`src/rtl/iiq_issue_select.sv`:
```
// iiq_issue_select: CDB wakeup, oldest-ready select and issue register for the integer issue queue.
// Define IIQ_WAKEUP_BYPASS_EN to let an entry woken this cycle be selected in the same cycle.
module iiq_issue_select #(
    parameter int N_ENTRIES = 8,
    parameter int TAG_WIDTH = 6,
    parameter int PAYLOAD_WIDTH = 40,
    parameter int N_CDB = 2,
    localparam int ENTRY_WIDTH = PAYLOAD_WIDTH + 3*TAG_WIDTH + 2,
    localparam int CTR_WIDTH = $clog2(N_ENTRIES) + 1
) (
    input  logic                             clk,
    input  logic                             rst_aH,
    input  logic                             flush,
    input  logic [N_ENTRIES*ENTRY_WIDTH-1:0] q_entries,
    input  logic [CTR_WIDTH-1:0]             q_count,
    output logic                             q_deq_ready,
    output logic [N_ENTRIES-1:0]             q_deq_sel_onehot,
    output logic [N_ENTRIES-1:0]             q_wr_en,
    output logic [N_ENTRIES*ENTRY_WIDTH-1:0] q_wr_data,
    input  logic [N_CDB-1:0]                 cdb_valid,
    input  logic [N_CDB*TAG_WIDTH-1:0]       cdb_tag,
    output logic                             iss_valid,
    input  logic                             iss_ready,
    output logic [ENTRY_WIDTH-1:0]           iss_data
);
    localparam int R1 = TAG_WIDTH;
    localparam int T2 = TAG_WIDTH + 1;
    localparam int R2 = 2*TAG_WIDTH + 1;

    logic [ENTRY_WIDTH-1:0] ent [N_ENTRIES];
    logic [ENTRY_WIDTH-1:0] woken [N_ENTRIES];
    logic [N_ENTRIES-1:0]   valid, hit1, hit2, cand, pick;
    logic [ENTRY_WIDTH-1:0] pick_data;
    logic                   can_load;

    always_comb begin
        valid = '0;
        hit1 = '0;
        hit2 = '0;
        cand = '0;
        for (int i = 0; i < N_ENTRIES; i++) begin
            ent[i] = q_entries[i*ENTRY_WIDTH +: ENTRY_WIDTH];
            valid[i] = CTR_WIDTH'(i) < q_count;
            for (int k = 0; k < N_CDB; k++) begin
                hit1[i] = hit1[i] | (cdb_valid[k] & (cdb_tag[k*TAG_WIDTH +: TAG_WIDTH] == ent[i][TAG_WIDTH-1:0]));
                hit2[i] = hit2[i] | (cdb_valid[k] & (cdb_tag[k*TAG_WIDTH +: TAG_WIDTH] == ent[i][T2 +: TAG_WIDTH]));
            end
            woken[i] = ent[i];
            woken[i][R1] = ent[i][R1] | hit1[i];
            woken[i][R2] = ent[i][R2] | hit2[i];
`ifdef IIQ_WAKEUP_BYPASS_EN
            cand[i] = valid[i] & woken[i][R1] & woken[i][R2];
`else
            cand[i] = valid[i] & ent[i][R1] & ent[i][R2];
`endif
        end
    end

    // Isolating the lowest set bit gives oldest-first priority.
    assign pick = cand & (~cand + 1'b1);
    assign can_load = ~iss_valid | iss_ready;
    assign q_deq_ready = can_load & ~flush;
    assign q_deq_sel_onehot = q_deq_ready ? pick : '0;

    // An entry leaving the queue this cycle must not be rewritten.
    always_comb begin
        q_wr_en = '0;
        q_wr_data = '0;
        pick_data = '0;
        for (int i = 0; i < N_ENTRIES; i++) begin
            q_wr_en[i] = valid[i] & ((hit1[i] & ~ent[i][R1]) | (hit2[i] & ~ent[i][R2]))
                         & ~q_deq_sel_onehot[i] & ~flush;
            q_wr_data[i*ENTRY_WIDTH +: ENTRY_WIDTH] = woken[i];
            pick_data = pick_data | ({ENTRY_WIDTH{pick[i]}} & woken[i]);
        end
        pick_data[R1] = 1'b1;
        pick_data[R2] = 1'b1;
    end

    always_ff @(posedge clk or posedge rst_aH) begin
        if (rst_aH) begin
            iss_valid <= 1'b0;
            iss_data <= '0;
        end else if (flush) begin
            iss_valid <= 1'b0;
        end else if (|q_deq_sel_onehot) begin
            iss_valid <= 1'b1;
            iss_data <= pick_data;
        end else if (iss_ready) begin
            iss_valid <= 1'b0;
        end
    end
endmodule
```
`config.mk`:
```
export PLATFORM = sky130hd
export DESIGN_NAME = iiq_issue_select
export DESIGN_NICKNAME = d
export VERILOG_FILES = /design/src/rtl/iiq_issue_select.sv
export SDC_FILE = /design/constraint.sdc
export NUM_CORES = 1
export LEC_CHECK = 0
export ABC_AREA = 1
export CAP_MARGIN = 20
export CORE_AREA = 2 2 412 414
export DETAILED_ROUTE_END_ITERATION = 8
export DIE_AREA = 0 0 414 416
export HOLD_SLACK_MARGIN = 0.02
export PLACE_DENSITY = 0.4
export RECOVER_POWER = 100
export SYNTH_ARGS = -nofsm -noshare
export SYNTH_HDL_FRONTEND = slang
export SYNTH_SLANG_ARGS = --single-unit
```
`constraint.sdc`:
```
create_clock -name clk -period 4.5 [get_ports clk]
set_input_delay 1.125 -clock clk [delete_from_list [all_inputs] [get_ports clk]]
set_output_delay 1.125 -clock clk [all_outputs]
set_load 0.005 [all_outputs]
```
### Word-level counts from Yosys, hierarchy flattened

Cells that the tools add are included.
Widths: inputs -> output; s select.

| storage, ports and cells | value |
|---|---|
| bits in registers | 61 |
| output and inout port bits | 558 |
| logic and storage cells | 223 |
| input port bits | 502 |

| operators by class | value |
|---|---|
| $add $sub $neg | 1 |
| bitwise operators | 173 |
| order comparisons | 8 |
| mux-type cells | 4 |
| equal/unequal tests | 32 |
| reduce and logical (&&, ||, !) cells | 3 |

Operators with widths:

| cell | number |
|---|---|
| $and 60x60->60 | 8 |
| $or 60x60->60 | 7 |
| $eq 6x6->1 | 32 |
| $and 1x1->1 | 89 |
| $or 1x1->1 | 41 |
| $not 1->1 | 26 |
| $lt 3x4->1 const A | 4 |
| $add 8x1->8 const B | 1 |
| $and 8x8->8 | 1 |
| $lt 1x4->1 const A | 2 |
| $lt 2x4->1 const A | 2 |
| $mux 8 | 1 |
| $not 8->8 | 1 |
| $reduce_or 8->1 | 1 |
| $mux 1 | 3 |
| $reduce_bool 3->1 | 1 |
| $reduce_and 2->1 | 1 |

### Longest topological paths before layout

Gate-level depths: netlist of run 1.

| depth | value |
|---|---|
| word-level depth | 14 |
| gate-level depth with buffers | 14 |
| mapped depth without buffers | 12 |

### Worst setup path after synthesis of run 1

Ideal clock, no wire load.

| timing | value |
|---|---|
| path kind | input to output |
| from | input port cdb_tag[10] |
| to | output port q_wr_en[4] |
| cell stages on the path | 8 |
| slack | 0.992 ns |
| data required time | 3.375 ns |
| arrival time | 2.383 ns |
| cells stage by stage | clkbuf_1 > buf_1 > nor2_1 > nor4_1 > nand2_1 > nand2_1 > nand2_1 > a21oi_1 |

| on the way | value |
|---|---|
| longest elaborated chain between the ends | 8 |
| elaborated cells between the ends (all ways) | 12 |

RTL lines:

| element | line | text |
|---|---|---|
| from (decl) | 21 | `input logic [N_CDB*TAG_WIDTH-1:0] cdb_tag,` |
| $eq 6x6->1 (on tied branches) | 45, 46 |  |
| $and 1x1->1 (on tied branches) | 45, 46 |  |
| $or 1x1->1 (on tied branches) | 45, 46 |  |
| $and 1x1->1 | 71 | `q_wr_en[i] = valid[i] & ((hit1[i] & ~ent[i][R1]) \| (hit2[i] & ~ent[i][R2]))` |
| $or 1x1->1 * | 71 |  |
| $and 1x1->1 * | 71 |  |
| $and 1x1->1 * (2 in series) | 72 | `& ~q_deq_sel_onehot[i] & ~flush;` |
| to (decl) | 18 | `output logic [N_ENTRIES-1:0] q_wr_en,` |

Mark *: on every way between the ends. The rest lies on a longest branch, timed or not.

### Worst setup path in the final report of run 1

| timing | value |
|---|---|
| from | input port cdb_valid[1] |
| to | output port q_wr_en[6] |

| on the way | value |
|---|---|
| longest elaborated chain between the ends | 7 |
| elaborated cells between the ends (all ways) | 10 |

RTL lines:

| element | line | text |
|---|---|---|
| from (decl) | 20 | `input logic [N_CDB-1:0] cdb_valid,` |
| $and 1x1->1 (on tied branches) | 45, 46 |  |
| $or 1x1->1 (on tied branches) | 45, 46 |  |
| $and 1x1->1 | 71 |  |
| $or 1x1->1 * | 71 |  |
| $and 1x1->1 * | 71 |  |
| $and 1x1->1 * (2 in series) | 72 |  |

Marked as above.

==> results of run 1 <==
timing repair:
item | 4_1_cts | 5_1_grt
setup endpoints to repair | 14 | 12
pin swaps | 4 | 5
gates resized for setup | 27 | 23
buffers inserted | 2 | 3
gates cloned | 0 | 0
registers in the layout (all words and copies together) (netlist names):
register / count
iss_data: 59
iss_valid: 1
kinds of logic (layout without fill, tap and decap cells):
logic type | after synthesis | after routing | share of synthesized area [%]
AOI/OAI and AO/OA | 162 | 162 | 7.35
xor gates and xnor gates | 34 | 34 | 2.24
buffers and inverters | 822 | 1537 | 36.9
DFF | 60 | 60 | 11.3
other | 0 | 17 | 0
and+or+nand+nor | 1305 | 1305 | 42.2
synth_stat cells (3+ instances only):
cell type and number:
xor2_1 20, xnor2_1 14, nand4_1 76, inv_1 221, or2_2 3, buf_2 32, buf_1 10, a211oi_1 5
buf_4 473, nor3_1 20, nor2_1 243, nor4_1 16, nand3_2 3, o21ai_0 51, a21oi_1 29, dfrtp_1 60
clkbuf_1 77, o22ai_1 46, nand2_1 622, inv_2 4, o2111ai_1 8, o221ai_1 6, nand3_1 313, o211ai_1 13
clkinv_1 4
worst reg2reg max path: stages (launching register included):
cell and delay [ps]:
dfrtp_1 450, a21oi_1 430, buf_12 180, buf_4 200, nand3_4 170, buf_4 250, nand3_4 180, clkbuf_1 830
nand2_1 280, nand2_1 130
routing by layer:
metal | vias to the layer above | wire (um) | track usage (%) | part of all wire [%]
li1 | 8628 | - | - | -
met1 | 9439 | 66100 | 22.2 | 43
met2 | 850 | 70600 | 27.7 | 46
met3 | 112 | 12800 | 4.60 | 8.4
met4 | 24 | 3240 | 3.64 | 2.1
met5 | - | 151 | 0 | 0.099
final timing paths:
kind / start / end / slack, ps / depth (start not counted)
setup / recovery: cdb_valid[1] / q_wr_en[6] / -80 / 10
hold / removal: iss_data[0]$_DFFE_PP0P_ / iss_data[0]$_DFFE_PP0P_ / 520 / 2
setup reg to reg: iss_valid$_DFFE_PP0P_ / iss_data[55]$_DFFE_PP0P_ / 1360 / 9
hold reg to reg: iss_data[0]$_DFFE_PP0P_ / iss_data[0]$_DFFE_PP0P_ / 520 / 2
max in group asynchronous: rst_aH / iss_data[38]$_DFFE_PP0P_ / 1180 / 3
min in group asynchronous: rst_aH / iss_data[55]$_DFFE_PP0P_ / 1700 / 2
report_power, final:
| group | switching (mW) | total (mW) | internal, mW | leakage (nW) |
|---|---|---|---|---|
| combinational | 1.59 | 2.86 | 1.27 | 10.2 |
| sequential | 0.0812 | 0.752 | 0.671 | 0.763 |
| clock | 0.359 | 0.791 | 0.433 | 0.150 |
| total | 2.03 | 4.40 | 2.37 | 11.1 |
area by class of cell:
| cell class | count | area [um^2] | area share [%] |
|---|---|---|---|
| repair buffers | 1292 | 12600 | 50.1 |
| multi-input cells | 1501 | 7030 | 28.0 |
| inverters | 229 | 872 | 3.48 |
| flip-flops and latches | 60 | 1500 | 5.98 |
| clock buffers | 9 | 225 | 0.898 |
| well taps | 2218 | 2780 | 11.1 |
| clock inverters | 7 | 75.1 | 0.299 |
| diodes | 17 | 42.5 | 0.170 |
stage by stage:
| step | instance area [um^2] | worst slack (ps) | utilization (%) |
|---|---|---|---|
| global route | 25100 | -153 | 14.9 |
| floorplan | 13300 | 992 | - |
| finish | 25100 | -78.9 | 14.9 |
| CTS | 25100 | -58.1 | 14.9 |
| global placement | 24700 | -469 | 14.7 |
| detailed placement | 24700 | -384 | 14.7 |
==> impl_metrics.json, run 1 <==
{
  "drc": 0,
  "slew_headroom_pct": -36.5,
  "cts_buffers": 9,
  "worstMarginPinSlew_ps": 2040,
  "drt-initial-drc-count": 1603,
  "wl_per_cell_um": 28.7,
  "cts_tree": "built",
  "worstHoldPathType": "flop to flop",
  "antenna_found_initial": 37,
  "start_util_pct": 7.91,
  "grt_pass1_vias": 18600,
  "final_nets": 3595,
  "post-route-period-util_pct": 102,
  "synth_top_area_share_pct": 26.7,
  "endpoint_kind": "output port",
  "p_total_mw": 4.40,
  "syn_inst": 2383,
  "final_common_cell": "nand2_1",
  "finalSetupViolations": 5,
  "area_growth_pct": 88.7,
  "final-max-slew-violation-count": 92,
  "synth_edf_count": 0,
  "vias_per_cell": 3.57,
  "yosysWarnings": 0,
  "final_layout_size_suffix_gt1_share_pct": 9.62,
  "fp.dieArea_mm2": 0.172,
  "outcome": "complete, but fails checks",
  "period_needed_ps": 4580,
  "yosysUniqueCellTypes": 35,
  "async_flop_share_pct": 100,
  "firstDrtPassIters": 5,
  "clk_pin_slew_ps": 60,
  "cp_num_buf_inv": 5,
  "crit_type": "input pin to output port",
  "clk-insertion-delay-late_ps": 390,
  "ios": 1060,
  "n_fill_cell": 19600,
  "grt_pass1_wl_mm": 195,
  "tns_ps": -171,
  "synth_seq_cells": 60,
  "clock-sinks": 60,
  "power_density_mw_per_mm2": 175,
  "cts_root_buf": "clkbuf_16",
  "crit_required_ps": 3380,
  "ys.flop_type": "dfrtp_1",
  "fmax_mhz": 218,
  "worst-path-max-fanout": 8,
  "max-vdd-ir-drop_mv": 0.161,
  "cp_slowest_stage_delay_ps": 500,
  "grt-ovfl-total": 0,
  "mostFrequentLayoutCells": "615 x nand2_1, 518 x dlygate4sd3_1, 512 x clkdlybuf4s50_1",
  "fin_cells": 5333,
  "htreeDepth": 3,
  "setup_ws_ps": -78.9,
  "hpwl_mm": 134,
  "io_buffers": 1059,
  "row_count": 151,
  "via_count": 19100,
  "gp_congestion": 0.949,
  "dp.cells": 5295,
  "grt_max_degree": 60,
  "drv_cap": 2,
  "coreArea_mm2": 0.168,
  "wirelength_mm": 153,
  "cts-hold-fix-buffers": 0,
  "critPathSlowestCell": "clkdlybuf4s50_1",
  "synth_area_leader_cell": "buf_4",
  "startpoint_type": "input pin",
  "syn_area_per_cell_um2": 5.58,
  "grt_usage_pct": 17.0,
  "drtAntennaViolNets": 0,
  "clock_path_buffers": 2,
  "violations": "max-capacitance violations, max-slew violations, negative setup slack",
  "leakagePower_nw": 11.1,
  "cp.arrival_ps": 3450,
  "dieWidth_um": 414,
  "synth_seq_area_share_pct": 11.3,
  "hold_viol": 0,
  "syn_area_mm2": 0.0133,
  "holdWs_ps": 524,
  "synth_area_leaders": "buf_4 27%, nand2_1 18%, nand3_1 12%",
  "fin_worst_skew_ps": 8.82,
  "synthesis.nets": 2885,
  "die_h_um": 416,
  "rsz0062_at_grt": "true",
  "cp_top_family": "buffers and inverters",
  "crit_chain": "clkdlybuf4s50_1 > clkbuf_4 > inv_1 > a211oi_1 > nand4_1 > nand2_1 > nand2_1 > a21oi_2 > buf_4 > clkdlybuf4s50_1"
}
(Power assumes the default switching activity.)
==> run 2: changes to the inputs <==
==> constraint.sdc (replaced) <==
create_clock -name clk -period 5.5 [get_ports clk]
set_input_delay 1.375 -clock clk [delete_from_list [all_inputs] [get_ports clk]]
set_output_delay 1.375 -clock clk [all_outputs]
set_load 0.005 [all_outputs]
==> impl_metrics.json, run 2 (synthesis gave the netlist of run 1 again) <==
{
  "outcome": "complete, but fails checks",
  "violations": "max-capacitance violations, max-slew violations",
  "hpwl_mm": 132,
  "dieWidth_um": 414,
  "fmax_mhz": 184,
  "grt-ovfl-total": 0,
  "largest_reg_flops": 59,
  "worstHoldPathType": "flop to flop",
  "startpoint_type": "input pin",
  "final_common_cell": "nand2_1",
  "firstDrtPassIters": 6,
  "final-max-slew-violation-count": 43,
  "dp.cells": 5171,
  "worstMarginPinSlew_ps": 2260,
  "n_fill_cell": 19600,
  "cts_root_buf": "clkbuf_16",
  "rsz0062_at_grt": "false",
  "endpoint_kind": "output port",
  "p_total_mw": 3.56,
  "max-vdd-ir-drop_mv": 0.151,
  "finalSetupViolations": 0,
  "cp.arrival_ps": 4060,
  "tns_ps": 0,
  "cp_common_cell": "a21oi_1",
  "gp_congestion": 0.972,
  "drtAntennaViolNets": 0,
  "dpl_cell_area_mm2": 0.0236,
  "place_ws_ps": 127,
  "post-cts-setup-buffers": 0,
  "post-route-period-util_pct": 98.9,
  "final_nets": 3466,
  "drv_cap": 1,
  "via_count": 18700,
  "clock-sinks": 60,
  "leakagePower_nw": 10.4,
  "power_density_mw_per_mm2": 149,
  "top_register": "iss_data",
  "crit_chain": "dlygate4sd3_1 > inv_1 > a21oi_1 > nand3_1 > o31ai_1 > nand2_1 > a21oi_1 > clkdlybuf4s50_1",
  "area_growth_pct": 79.5,
  "period_needed_ps": 5440,
  "slew_headroom_pct": -51.4,
  "wl_per_cell_um": 29.4,
  "drt-initial-drc-count": 1962,
  "wirelength_mm": 153,
  "drc": 0,
  "worst-path-max-fanout": 4,
  "io_buffers": 1059,
  "clock_path_buffers": 2,
  "grt_pass1_vias": 18000,
  "vias_per_cell": 3.60,
  "mostFrequentLayoutCells": "620 x nand2_1, 542 x dlygate4sd3_1, 509 x clkdlybuf4s50_1",
  "grt_max_degree": 100,
  "die_h_um": 416,
  "setup_ws_ps": 60.8,
  "fin_worst_skew_ps": 12.4,
  "cts_tree": "built",
  "ios": 1060,
  "grt_pass1_wl_mm": 193,
  "clk_pin_slew_ps": 70,
  "cp_slowest_stage_delay_ps": 700,
  "fin_cells": 5201,
  "stdcell_area_mm2": 0.0239,
  "start_util_pct": 7.91,
  "reg_top3": "iss_data (59), iss_valid (1)",
  "fp.dieArea_mm2": 0.172,
  "clk-insertion-delay-late_ps": 390,
  "coreArea_mm2": 0.168,
  "antenna_found_initial": 41,
  "crit_type": "input pin to output port",
  "crit_required_ps": 4120,
  "htreeDepth": 3,
  "row_count": 151,
  "cts_buffers": 9,
  "final_layout_size_suffix_gt1_share_pct": 4.88,
  "hold_viol": 0,
  "grt_usage_pct": 16.9,
  "critPathSlowestCell": "dlygate4sd3_1"
}
## run 2: cell type report
type	instances	area, um^2	area share, %
Timing Repair Buffer	1163	11400	47.9
Multi-Input combinational cell	1501	6940	29.1
Tap cell	2218	2780	11.6
Sequential cell	60	1500	6.29
Inverter	229	865	3.62
Clock buffer	9	225	0.944
Clock inverter	7	98.8	0.414
Antenna cell	14	35.0	0.147
## run 2: repair_timing
action / CTS / global route
gates resized for setup: 0 / 2
endpoints found under the setup margin: 0 / 1
hold buffers: 0 / 0
## run 2: layer usage
layer	vias to the layer above	track usage [%]	part of all wire, %
met4	34	2.99	1.6
met5	-	0	0.13
met1	9196	21.8	41
met3	101	5.14	10
li1	8370	-	-
met2	998	27.9	47
## run 2: final timing paths
kind                                       endpoint  slack (ps)                    start  cells after the start
setup / recovery                         q_wr_en[1]          60            q_entries[70]                      8
hold reg to reg             iss_data[5]$_DFFE_PP0P_         530  iss_data[5]$_DFFE_PP0P_                      2
max in group asynchronous   iss_data[1]$_DFFE_PP0P_        1370                   rst_aH                      3
min in group asynchronous  iss_data[55]$_DFFE_PP0P_        2030                   rst_aH                      2
hold / removal              iss_data[5]$_DFFE_PP0P_         530  iss_data[5]$_DFFE_PP0P_                      2
setup reg to reg           iss_data[15]$_DFFE_PP0P_        2680    iss_valid$_DFFE_PP0P_                      9
## run 2: metrics by stage
step,hold WS (ps),utilization (%)
after floorplan,482,-
after global placement,513,14.0
after detailed placement,518,14.0
after CTS,535,14.2
after global routing,548,14.2
final,526,14.2
## run 2: power by group
| group | internal [mW] | switching (mW) | leakage, nW |
|---|---|---|---|
| registers | 0.549 | 0.0677 | 0.763 |
| logic | 0.950 | 1.29 | 9.47 |
| clock network | 0.400 | 0.305 | 0.156 |
| total | 1.90 | 1.66 | 10.4 |
## run 2: worst max-delay path: cells and delay by family
| kind | cells | cell delay (ps) |
|---|---|---|
| AOI/OAI and AO/OA | 3 | 1030 |
| and+or+nand+nor | 2 | 290 |
| buffers and inverters | 3 | 1360 |
==> run 3: changes to the inputs <==
--- a/config.mk
+++ b/config.mk
@@ -6,8 +6,8 @@
 export NUM_CORES = 1
 export LEC_CHECK = 0
 export ABC_AREA = 1
-export CAP_MARGIN = 20
 export CORE_AREA = 2 2 412 414
+export CTS_CLUSTER_SIZE = 28
 export DETAILED_ROUTE_END_ITERATION = 8
 export DIE_AREA = 0 0 414 416
 export HOLD_SLACK_MARGIN = 0.02
@@ -16,3 +16,4 @@
 export SYNTH_ARGS = -nofsm -noshare
 export SYNTH_HDL_FRONTEND = slang
 export SYNTH_SLANG_ARGS = --single-unit
+export TNS_END_PERCENT = 100
==> results of run 3 <==
The final DEF is identical to that of run 2; final timing and power are the same.
